File: src/rtl/aes_inv_controller.sv
// aes_inv_controller: sequencer for the AES inverse cipher: key expansion into RAM, initial AddRoundKey, inverse rounds.
// Define AES_INV_KEY_CACHE_EN to add key_reuse, which skips expansion while the stored schedule is valid.
module aes_inv_controller #(
    parameter int  ROUNDS      = 10,
    parameter int  ROUND_DELAY = 7,
    parameter int  KEY_DELAY   = 4,
    localparam int CW          = $clog2(ROUNDS) + 1
) (
    input  logic          clk,
    input  logic          rst_n,
    input  logic          start,
    input  logic          abort,
`ifdef AES_INV_KEY_CACHE_EN
    input  logic          key_reuse,
`endif
    output logic          key_sel,
    output logic          key_exp_en,
    output logic          key_wr_en,
    output logic [CW-1:0] key_wr_addr,
    output logic [CW-1:0] key_rd_addr,
    output logic          load,
    output logic          inv_round_en,
    output logic          final_round_sel,
    output logic [CW-1:0] round,
    output logic          busy,
    output logic          done
);
    localparam int TW = $clog2(ROUND_DELAY + KEY_DELAY + 1);

    typedef enum logic [2:0] {IDLE, KEY_EXPAND, INIT_ADD, INV_ROUND, FINAL_ROUND} state_t;

    state_t        state_q, state_d;
    logic [TW-1:0] tmr_q, tmr_d, round_end;
    logic [CW-1:0] k_q, k_d, key_wr_addr_q, key_wr_addr_d, key_rd_addr_q, key_rd_addr_d, round_q, round_d;
    logic          key_sel_q, key_sel_d, key_exp_en_q, key_exp_en_d, key_wr_en_q, key_wr_en_d;
    logic          load_q, load_d, inv_round_en_q, inv_round_en_d, final_round_sel_q, final_round_sel_d;
    logic          busy_q, busy_d, done_q, done_d, reuse_hit;

`ifdef AES_INV_KEY_CACHE_EN
    logic key_valid_q, key_valid_d;

    always_comb key_valid_d = abort ? (key_valid_q && state_q != KEY_EXPAND)
                                    : (key_valid_q || (state_q == KEY_EXPAND && state_d == INIT_ADD));

    always_ff @(posedge clk or negedge rst_n)
        if (!rst_n) key_valid_q <= 1'b0;
        else        key_valid_q <= key_valid_d;

    assign reuse_hit = key_reuse && key_valid_q;
`else
    assign reuse_hit = 1'b0;
`endif

    // The first inverse round also covers the cycle in which the datapath captures the load.
    assign round_end = (round_q == CW'(ROUNDS - 1)) ? TW'(ROUND_DELAY) : TW'(ROUND_DELAY - 1);

    always_comb begin
        state_d           = state_q;
        tmr_d             = tmr_q;
        k_d               = k_q;
        key_sel_d         = key_sel_q;
        key_exp_en_d      = 1'b0;
        key_wr_en_d       = 1'b0;
        key_wr_addr_d     = key_wr_addr_q;
        key_rd_addr_d     = key_rd_addr_q;
        load_d            = 1'b0;
        inv_round_en_d    = 1'b0;
        final_round_sel_d = final_round_sel_q;
        round_d           = round_q;
        busy_d            = busy_q;
        done_d            = 1'b0;
        if (abort) begin
            state_d           = IDLE;
            tmr_d             = '0;
            k_d               = '0;
            key_sel_d         = 1'b0;
            key_wr_addr_d     = '0;
            key_rd_addr_d     = '0;
            final_round_sel_d = 1'b0;
            round_d           = '0;
            busy_d            = 1'b0;
        end else begin
            case (state_q)
                IDLE: if (start) begin
                    tmr_d  = '0;
                    busy_d = 1'b1;
                    if (reuse_hit) begin
                        state_d       = INIT_ADD;
                        key_rd_addr_d = CW'(ROUNDS);
                    end else begin
                        state_d       = KEY_EXPAND;
                        key_sel_d     = 1'b1;
                        key_wr_en_d   = 1'b1;
                        key_wr_addr_d = '0;
                        k_d           = CW'(1);
                    end
                end
                KEY_EXPAND: if (tmr_q == TW'(KEY_DELAY - 1)) begin
                    tmr_d         = '0;
                    key_exp_en_d  = 1'b1;
                    key_wr_en_d   = 1'b1;
                    key_wr_addr_d = k_q;
                    key_sel_d     = 1'b0;
                    k_d           = k_q + 1'b1;
                    if (k_q == CW'(ROUNDS)) begin
                        state_d       = INIT_ADD;
                        key_rd_addr_d = CW'(ROUNDS);
                    end
                end else tmr_d = tmr_q + 1'b1;
                INIT_ADD: begin
                    state_d       = INV_ROUND;
                    tmr_d         = '0;
                    load_d        = 1'b1;
                    round_d       = CW'(ROUNDS - 1);
                    key_rd_addr_d = CW'(ROUNDS - 1);
                end
                INV_ROUND: if (tmr_q == round_end) begin
                    tmr_d          = '0;
                    inv_round_en_d = 1'b1;
                    round_d        = round_q - 1'b1;
                    key_rd_addr_d  = round_q - 1'b1;
                    if (round_q == CW'(1)) begin
                        state_d           = FINAL_ROUND;
                        final_round_sel_d = 1'b1;
                    end
                end else tmr_d = tmr_q + 1'b1;
                FINAL_ROUND: if (tmr_q == TW'(ROUND_DELAY - 1)) begin
                    state_d           = IDLE;
                    tmr_d             = '0;
                    inv_round_en_d    = 1'b1;
                    done_d            = 1'b1;
                    final_round_sel_d = 1'b0;
                    round_d           = '0;
                    busy_d            = 1'b0;
                end else tmr_d = tmr_q + 1'b1;
                default: state_d = IDLE;
            endcase
        end
    end

    always_ff @(posedge clk or negedge rst_n) begin
        if (!rst_n) begin
            state_q           <= IDLE;
            tmr_q             <= '0;
            k_q               <= '0;
            key_sel_q         <= 1'b0;
            key_exp_en_q      <= 1'b0;
            key_wr_en_q       <= 1'b0;
            key_wr_addr_q     <= '0;
            key_rd_addr_q     <= '0;
            load_q            <= 1'b0;
            inv_round_en_q    <= 1'b0;
            final_round_sel_q <= 1'b0;
            round_q           <= '0;
            busy_q            <= 1'b0;
            done_q            <= 1'b0;
        end else begin
            state_q           <= state_d;
            tmr_q             <= tmr_d;
            k_q               <= k_d;
            key_sel_q         <= key_sel_d;
            key_exp_en_q      <= key_exp_en_d;
            key_wr_en_q       <= key_wr_en_d;
            key_wr_addr_q     <= key_wr_addr_d;
            key_rd_addr_q     <= key_rd_addr_d;
            load_q            <= load_d;
            inv_round_en_q    <= inv_round_en_d;
            final_round_sel_q <= final_round_sel_d;
            round_q           <= round_d;
            busy_q            <= busy_d;
            done_q            <= done_d;
        end
    end

    assign key_sel         = key_sel_q;
    assign key_exp_en      = key_exp_en_q;
    assign key_wr_en       = key_wr_en_q;
    assign key_wr_addr     = key_wr_addr_q;
    assign key_rd_addr     = key_rd_addr_q;
    assign load            = load_q;
    assign inv_round_en    = inv_round_en_q;
    assign final_round_sel = final_round_sel_q;
    assign round           = round_q;
    assign busy            = busy_q;
    assign done            = done_q;
endmodule

File: config.mk
export PLATFORM = sky130hd
export DESIGN_NAME = aes_inv_controller
export DESIGN_NICKNAME = d
export VERILOG_FILES = /design/src/rtl/aes_inv_controller.sv
export SDC_FILE = /design/constraint.sdc
export NUM_CORES = 1
export LEC_CHECK = 0
export CAP_MARGIN = 30
export CORE_UTILIZATION = 35
export CTS_CLUSTER_DIAMETER = 50
export DETAILED_ROUTE_END_ITERATION = 6
export PLACE_DENSITY_LB_ADDON = 0.12
export SLEW_MARGIN = 10
export SYNTH_ARGS = -nofsm -noshare
export SYNTH_HDL_FRONTEND = slang
export SYNTH_SLANG_ARGS = --single-unit
File: constraint.sdc
create_clock -name clk -period 1.9 [get_ports clk]
set_input_delay 0.57 -clock clk [delete_from_list [all_inputs] [get_ports clk]]
set_output_delay 0.57 -clock clk [all_outputs]
set_load 0.01 [all_outputs]
# --- Word-level counts from Yosys, hierarchy flattened ---
# Index checks and enable logic that the tools add are counted.
# W data, S select, Z words.
op_classes:
  addsub: 3
  n_eq_ne: 16
  mux: 56
  n_reduce_logical: 14
op_table:
  columns: ["operator", "n"]
  rows:
  - ["$mux W5", 12]
  - ["$pmux W5 S3", 2]
  - ["$mux W1", 21]
  - ["$mux W3", 7]
  - ["$mux W4", 5]
  - ["$pmux W4 S5", 1]
  - ["$pmux W5 S2", 2]
  - ["$ne A3 B3 Y1 const B", 6]
  - ["$pmux W3 S5", 1]
  - ["$eq A5 B4 Y1 const B", 2]
  - ["$pmux W1 S2", 5]
  - ["$reduce_and A3 Y1", 3]
  - ["$reduce_bool A3 Y1", 3]
  - ["$reduce_and A4 Y1", 2]
  - ["$reduce_bool A4 Y1", 2]
  - ["$eq A3 B2 Y1 const B", 2]
  - ["$reduce_and A6 Y1", 1]
  - ["$reduce_bool A6 Y1", 1]
  - ["$add A5 B1 Y5 const B", 1]
  - ["$eq A5 B1 Y1 const B", 1]
  - ["$sub A5 B1 Y5 const B", 1]
  - ["$add A4 B1 Y4 const B", 1]
  - ["$eq A4 B2 Y1 const B", 1]
  - ["$eq A4 B3 Y1", 1]
  - ["5 further kinds", 5]
word_totals:
  register_bits: 35
  inputBits: 4

# --- Logic depth before layout (Yosys ltp) ---
logic_depth:
  word_depth: 6
  depth_mapped: 6
  mapped_depth_nobuf: 6

# --- Least setup slack after synthesis ---
# Ideal clock, no wire load.
synth_timing:
  kind: "in2reg"
  start: "input port abort"
  end: "register state_q[2]"
  setup_time_ns: 0.119
  arrival_time_ns: 1.648
  t_required_ns: 1.781
  path_slack_ns: 0.132
  stages: 5
  n_path_buf: 1
  cell_sequence: "buf_2 > nor4b_1 > o21ai_1 > a31oi_1 > o21ba_2"
synth_via:
  elab_chain_len: 2
  word_cells_on_any_way: 8
  cone_classes: "6 x eq/ne; 1 x mux; 1 x reduce/logical"
synth_lines:
  columns: ["element", "line_no", "source"]
  rows:
  - ["start, declared", "12", "input logic abort,"]
  - ["$ne A3 B3 Y1 (no source line)", null, null]
  - ["$reduce_and A6 Y1 (no source line)", null, null]
  - ["end signal, assigned", "158", "state_q <= state_d;"]
  - ["end, declared", "32", "state_t state_q, state_d;"]
# Parallel ways exist; a longest one is shown, timed or not.
# A chain may end at the register's enable or synchronous reset.

# --- Worst setup path in the final report ---
layout_timing:
  start: "register round_q[1] (netlist: round[1])"
  end: "output port round[1]"
layout_rtl:
  columns: ["element", "line_no", "source"]
  rows:
  - ["start, declared", "34", "logic [CW-1:0] k_q, k_d, key_wr_addr_q, key_wr_addr_d, key_rd_addr_q, key_rd_addr_d, round_q, round_d;"]
  - ["start signal, assigned", "169", "round_q <= round_d;"]
  - ["end, declared", "24", "output logic [CW-1:0] round,"]
# No word-level cell between the ends.

==> impl_results.html <==
<table>
<tr><th>Metric</th><th>Value</th></tr>
<tr><th colspan="2">Status</th></tr>
<tr><td>Run status</td><td>complete, no violations</td></tr>
<tr><th colspan="2">Worst setup path</th></tr>
<tr><td>Element type at the critical path end</td><td>primary output</td></tr>
<tr><td>Worst R2R Setup Slack</td><td>0.06 ns</td></tr>
<tr><td>Worst stage delay on the critical path</td><td>0.52 ns</td></tr>
<tr><td>Data required time of the worst path</td><td>1.33 ns</td></tr>
<tr><td>Worst setup path startpoint</td><td>round[1]$_DFFE_PN0P_</td></tr>
<tr><td>Reg-to-reg startpoint</td><td>round[1]$_DFFE_PN0P_</td></tr>
<tr><td>Critical path peak fanout</td><td>3</td></tr>
<tr><td>Startpoint types</td><td>flip-flop</td></tr>
<tr><td>Logic depth of the worst register-to-register path</td><td>6</td></tr>
<tr><td>Worst reg2reg path endpoint</td><td>round[4]$_DFFE_PN0P_</td></tr>
<tr><td>Worst Path Class, Setup</td><td>reg -&gt; out</td></tr>
<tr><td>Cell type of the slowest stage on the worst timing path</td><td>sky130_fd_sc_hd__clkdlybuf4s50_1</td></tr>
<tr><td>Cell chain of the critical path</td><td>buf_4 -&gt; clkdlybuf4s50_1</td></tr>
<tr><td>Critical Path AT</td><td>1.29 ns</td></tr>
<tr><th colspan="2">Clocking</th></tr>
<tr><td>Clock transition at path regs</td><td>around 0.080 ns</td></tr>
<tr><td>Number of buffers inserted for hold repair after clock tree synthesis</td><td>0</td></tr>
<tr><td>TritonCTS clock tree</td><td>done</td></tr>
<tr><td>Buffer depth of the longest clock path</td><td>2</td></tr>
<tr><td>Insertion delay of the later-clocked pin in the worst-skew pair</td><td>between 0.2 and 0.3 ns</td></tr>
<tr><td>Deepest level of the CTS H-tree</td><td>2</td></tr>
<tr><td>Number of clock buffers inserted by TritonCTS</td><td>5</td></tr>
<tr><td>Buffer cell driving the clock tree root</td><td>sky130_fd_sc_hd__clkbuf_8</td></tr>
<tr><td>Sink Count</td><td>35</td></tr>
<tr><th colspan="2">Synth</th></tr>
<tr><td>Primary flip-flop cell chosen by synthesis mapping</td><td>sky130_fd_sc_hd__dfrtp_1</td></tr>
<tr><td>Syn Inst Count</td><td>191</td></tr>
<tr><td>Dominant combinational cell family by area after synthesis</td><td>compound AO/OA/AOI/OAI gates</td></tr>
<tr><td>Adder-cell share of the synthesized area</td><td>0.0374</td></tr>
<tr><td>Seq cells post-synth</td><td>35</td></tr>
<tr><td>Average cell area after synthesis</td><td>around 11 um2</td></tr>
<tr><td>Netlist area before placement</td><td>approximately 2000 um2</td></tr>
<tr><td>Xor-xnor portion of the synthesized cell area</td><td>0.0175</td></tr>
<tr><td>Share of the synthesized area in compound gates (AO/OA/AOI/OAI)</td><td>0.221</td></tr>
<tr><td>Sequential element share of the synthesized area</td><td>0.436</td></tr>
<tr><td>Number of synthesized flops with an enable pin</td><td>0</td></tr>
<tr><td>Net count after synthesis</td><td>about 200</td></tr>
<tr><td>Multiplexer area fraction after synthesis</td><td>0.0274</td></tr>
<tr><td>Proportion of synthesized flip-flops having asynchronous set or reset</td><td>1.00</td></tr>
<tr><td>Post-synth cell types</td><td>60</td></tr>
<tr><td>Number of warnings issued by yosys</td><td>0</td></tr>
<tr><td>Area fraction in and, or, nand and nor cells after synthesis</td><td>0.209</td></tr>
<tr><th colspan="2">Layout</th></tr>
<tr><td>Most frequent cells in the layout</td><td>sky130_fd_sc_hd__dfrtp_1, sky130_fd_sc_hd__buf_4, sky130_fd_sc_hd__clkdlybuf4s50_1</td></tr>
<tr><td>Final core utilization</td><td>0.491</td></tr>
<tr><td>Final antenna diode count</td><td>0</td></tr>
<tr><td>Final #Nets</td><td>257</td></tr>
<tr><td>Commonest non-fill, non-tap cell in the layout</td><td>sky130_fd_sc_hd__dfrtp_1</td></tr>
<tr><td>Number of non-filler instances in the completed layout</td><td>320</td></tr>
<tr><td>Number of inserted filler cells in the final layout</td><td>538</td></tr>
<tr><td>Share of post-route cells with drive strength above 1</td><td>0.270</td></tr>
<tr><td>Area growth from synthesis to layout</td><td>34.7%</td></tr>
<tr><th colspan="2">Detailed routing</th></tr>
<tr><td>Ratio of routed vias to standard cells</td><td>about 5.4</td></tr>
<tr><td>Count of nets left with antenna violations after detail routing</td><td>0</td></tr>
<tr><td>Final routed DRC violation total</td><td>0</td></tr>
<tr><td>Detail-routed net length per standard cell</td><td>16.3 um</td></tr>
<tr><td>Total length of routed wires</td><td>5.21 mm</td></tr>
<tr><td>DRC violation total after the first TritonRoute iteration</td><td>83</td></tr>
<tr><td>Routed via count</td><td>1730</td></tr>
<tr><td>1st-pass router iterations</td><td>4</td></tr>
<tr><th colspan="2">Power</th></tr>
<tr><td>Internal power contribution</td><td>1.66 mW</td></tr>
<tr><td>Combinational share of power</td><td>0.428</td></tr>
<tr><td>Worst ir drop on vdd</td><td>0.000454 V</td></tr>
<tr><td>Sequential group share of total power</td><td>0.363</td></tr>
<tr><td>Static power due to leakage</td><td>between 1 and 1.5 nW</td></tr>
<tr><td>Clock group share of total power</td><td>0.209</td></tr>
<tr><td>Net switching fraction of the power</td><td>0.360</td></tr>
<tr><td>Pwr/cell area</td><td>approximately 960 nW/um2</td></tr>
<tr><td>Switch Pwr</td><td>0.930 mW</td></tr>
<tr><th colspan="2">Global routing</th></tr>
<tr><td>Final global-route overflow total</td><td>0</td></tr>
<tr><td>First-pass GRT wire length</td><td>~8.7 mm</td></tr>
<tr><td>Busiest layer in global routing</td><td>met2</td></tr>
<tr><td>Via count of the first global-routing pass</td><td>~1700</td></tr>
<tr><td>All-Layer GR Usage</td><td>0.184</td></tr>
<tr><td>Met2 capacity usage during global routing</td><td>0.312</td></tr>
<tr><td>Pin count of the biggest net entering global routing</td><td>36</td></tr>
<tr><td>Global routing met3 resource utilization</td><td>0.0400</td></tr>
<tr><td>Antenna violations before repair</td><td>0</td></tr>
<tr><td>Global-route track usage on met1</td><td>0.237</td></tr>
<tr><th colspan="2">Min path</th></tr>
<tr><td>Depth of the worst hold-timing path</td><td>1</td></tr>
<tr><td>Hold Crit Endpoint</td><td>key_wr_addr[1]$_DFFE_PN0P_</td></tr>
<tr><td>Type of the most critical hold path</td><td>reg -&gt; reg</td></tr>
<tr><td>Worst min-delay path startpoint</td><td>key_wr_addr[1]$_DFFE_PN0P_</td></tr>
<tr><th colspan="2">Placed design</th></tr>
<tr><td>Number of placed instances, taps included</td><td>310</td></tr>
<tr><td>Final GP Congestion</td><td>slightly above 0.8</td></tr>
<tr><td>Buffers added on ports</td><td>26</td></tr>
<tr><td>DPL Wire Length</td><td>3.72 mm</td></tr>
<tr><th colspan="2">Die</th></tr>
<tr><td>Total die area</td><td>~6000 um2</td></tr>
<tr><td>Initial Utilization</td><td>0.364</td></tr>
<tr><td>Placement row count</td><td>27</td></tr>
<tr><td>Die W</td><td>between 70 and 80 um</td></tr>
<tr><td>Core box area</td><td>5510 um2</td></tr>
<tr><td>Die Y</td><td>77.7 um</td></tr>
<tr><td>I/O Pins</td><td>27</td></tr>
<tr><th colspan="2">Timing</th></tr>
<tr><td>Worst rel slew slack</td><td>0.668</td></tr>
<tr><td>Setup repair after global routing missed its margin</td><td>yes</td></tr>
<tr><td>Worst hold margin</td><td>0.503 ns</td></tr>
<tr><td>Fin crit share</td><td>0.980</td></tr>
<tr><td>Tightest Pin Transition</td><td>slightly below 0.5 ns</td></tr>
<tr><td>Clk_skew</td><td>0.00659 ns</td></tr>
<tr><td>Post-route minimum period</td><td>roughly 1.9 ns</td></tr>
<tr><td>Fmax</td><td>approximately 540 MHz</td></tr>
<tr><td>Final setup violation count</td><td>0</td></tr>
<tr><td>Final-report max-slew violation count</td><td>0</td></tr>
<tr><td>Final Hold Vio Count</td><td>0</td></tr>
<tr><th colspan="2">Flow run</th></tr>
<tr><td>Total of max-cap violations</td><td>0</td></tr>
</table>
[power groups by stage]
stage,combinational [mW],clock (mW),sequential [mW]
2_1_floorplan,0.595,0,0.960
3_3_place_gp,1.05,0,0.945
3_5_place_dp,1.07,0,0.951
4_1_cts,1.07,0.560,0.941
5_1_grt,1.21,0.591,0.960
6_report,1.11,0.542,0.940
[area by class of cell]
type	instances	area, um2	area share
Clock buffer	5	68.8	0.0255
Timing Repair Buffer	59	528	0.195
Inverter	10	37.5	0.0139
Clock inverter	3	15.0	0.00556
Sequential cell	35	878	0.325
Multi-Input combinational cell	136	1080	0.401
Tap cell	72	90.1	0.0333
[how the worst max path moves through the flow]
stage | cells past startpoint | end
6_report | 2 | round[1]
5_1_grt | 6 | state_q[2]$_DFFE_PN0P_
4_1_cts | 5 | state_q[2]$_DFFE_PN0P_
3_5_place_dp | 6 | final_round_sel$_DFFE_PN0P_
3_3_place_gp | 5 | state_q[2]$_DFFE_PN0P_
2_1_floorplan | 5 | state_q[2]$_DFFE_PN0P_
[layer usage]
layer  part of all wire  vias up
li1                   -      830
met1               0.46      862
met2               0.51       34
met3              0.030        4
met4             0.0046        0
met5                  0        -
[cells in the mapped netlist (all sizes together) (4+ instances only)]
cell type / n / share of area
nand3: 6 / 0.015
nor2b: 6 / 0.019
nand2: 7 / 0.013
inv: 10 / 0.019
nand3b: 4 / 0.015
o21a: 6 / 0.022
a22o: 7 / 0.031
nor3: 5 / 0.015
nor2: 11 / 0.022
a31oi: 5 / 0.016
buf: 7 / 0.024
ha: 6 / 0.037
a21oi: 7 / 0.017
clkbuf: 4 / 0.0081
o21ai: 8 / 0.020
dfrtp: 35 / 0.44
[worst max-delay path, delay by kind of cell, from the launching register on]
| family | cells | cell delay (ns) |
|---|---|---|
| buf+inv | 2 | 0.64 |
| flops | 1 | 0.36 |
[metrics by stage]
step / area (um2) / TNS, ns / setup WS (ns) / power (mW)
2_1_floorplan: 2010 / 0 / 0.132 / 1.56
3_3_place_gp: 2550 / -5.83 / -0.287 / 1.99
3_5_place_dp: 2550 / -6.26 / -0.306 / 2.02
4_1_cts: 2640 / 0 / 0.00492 / 2.57
5_1_grt: 2700 / -0.0276 / -0.0140 / 2.77
6_report: 2700 / 0 / 0.0371 / 2.59
[registers in the layout (all words and copies together), names as in the netlist, 3 cells and up]
name         count
key_wr_addr      5
state_q          3
round            5
key_rd_addr      5
k_q              5
tmr_q            4
[kinds of logic after synthesis]
family	after synthesis
compound gates	58
xor+xnor	4
fa+ha+maj	6
buf+inv	21
flops	35
mux	4
simple gates	63
[timing repair]
item / CTS / global route
resized for setup: 2 / 12
setup endpoints to repair: 3 / 23
hold endpoints to repair: 0 / 0
cloned: 0 / 1
setup buffers: 1 / 0
pin swaps: 0 / 1
(Power assumes the default switching activity.)
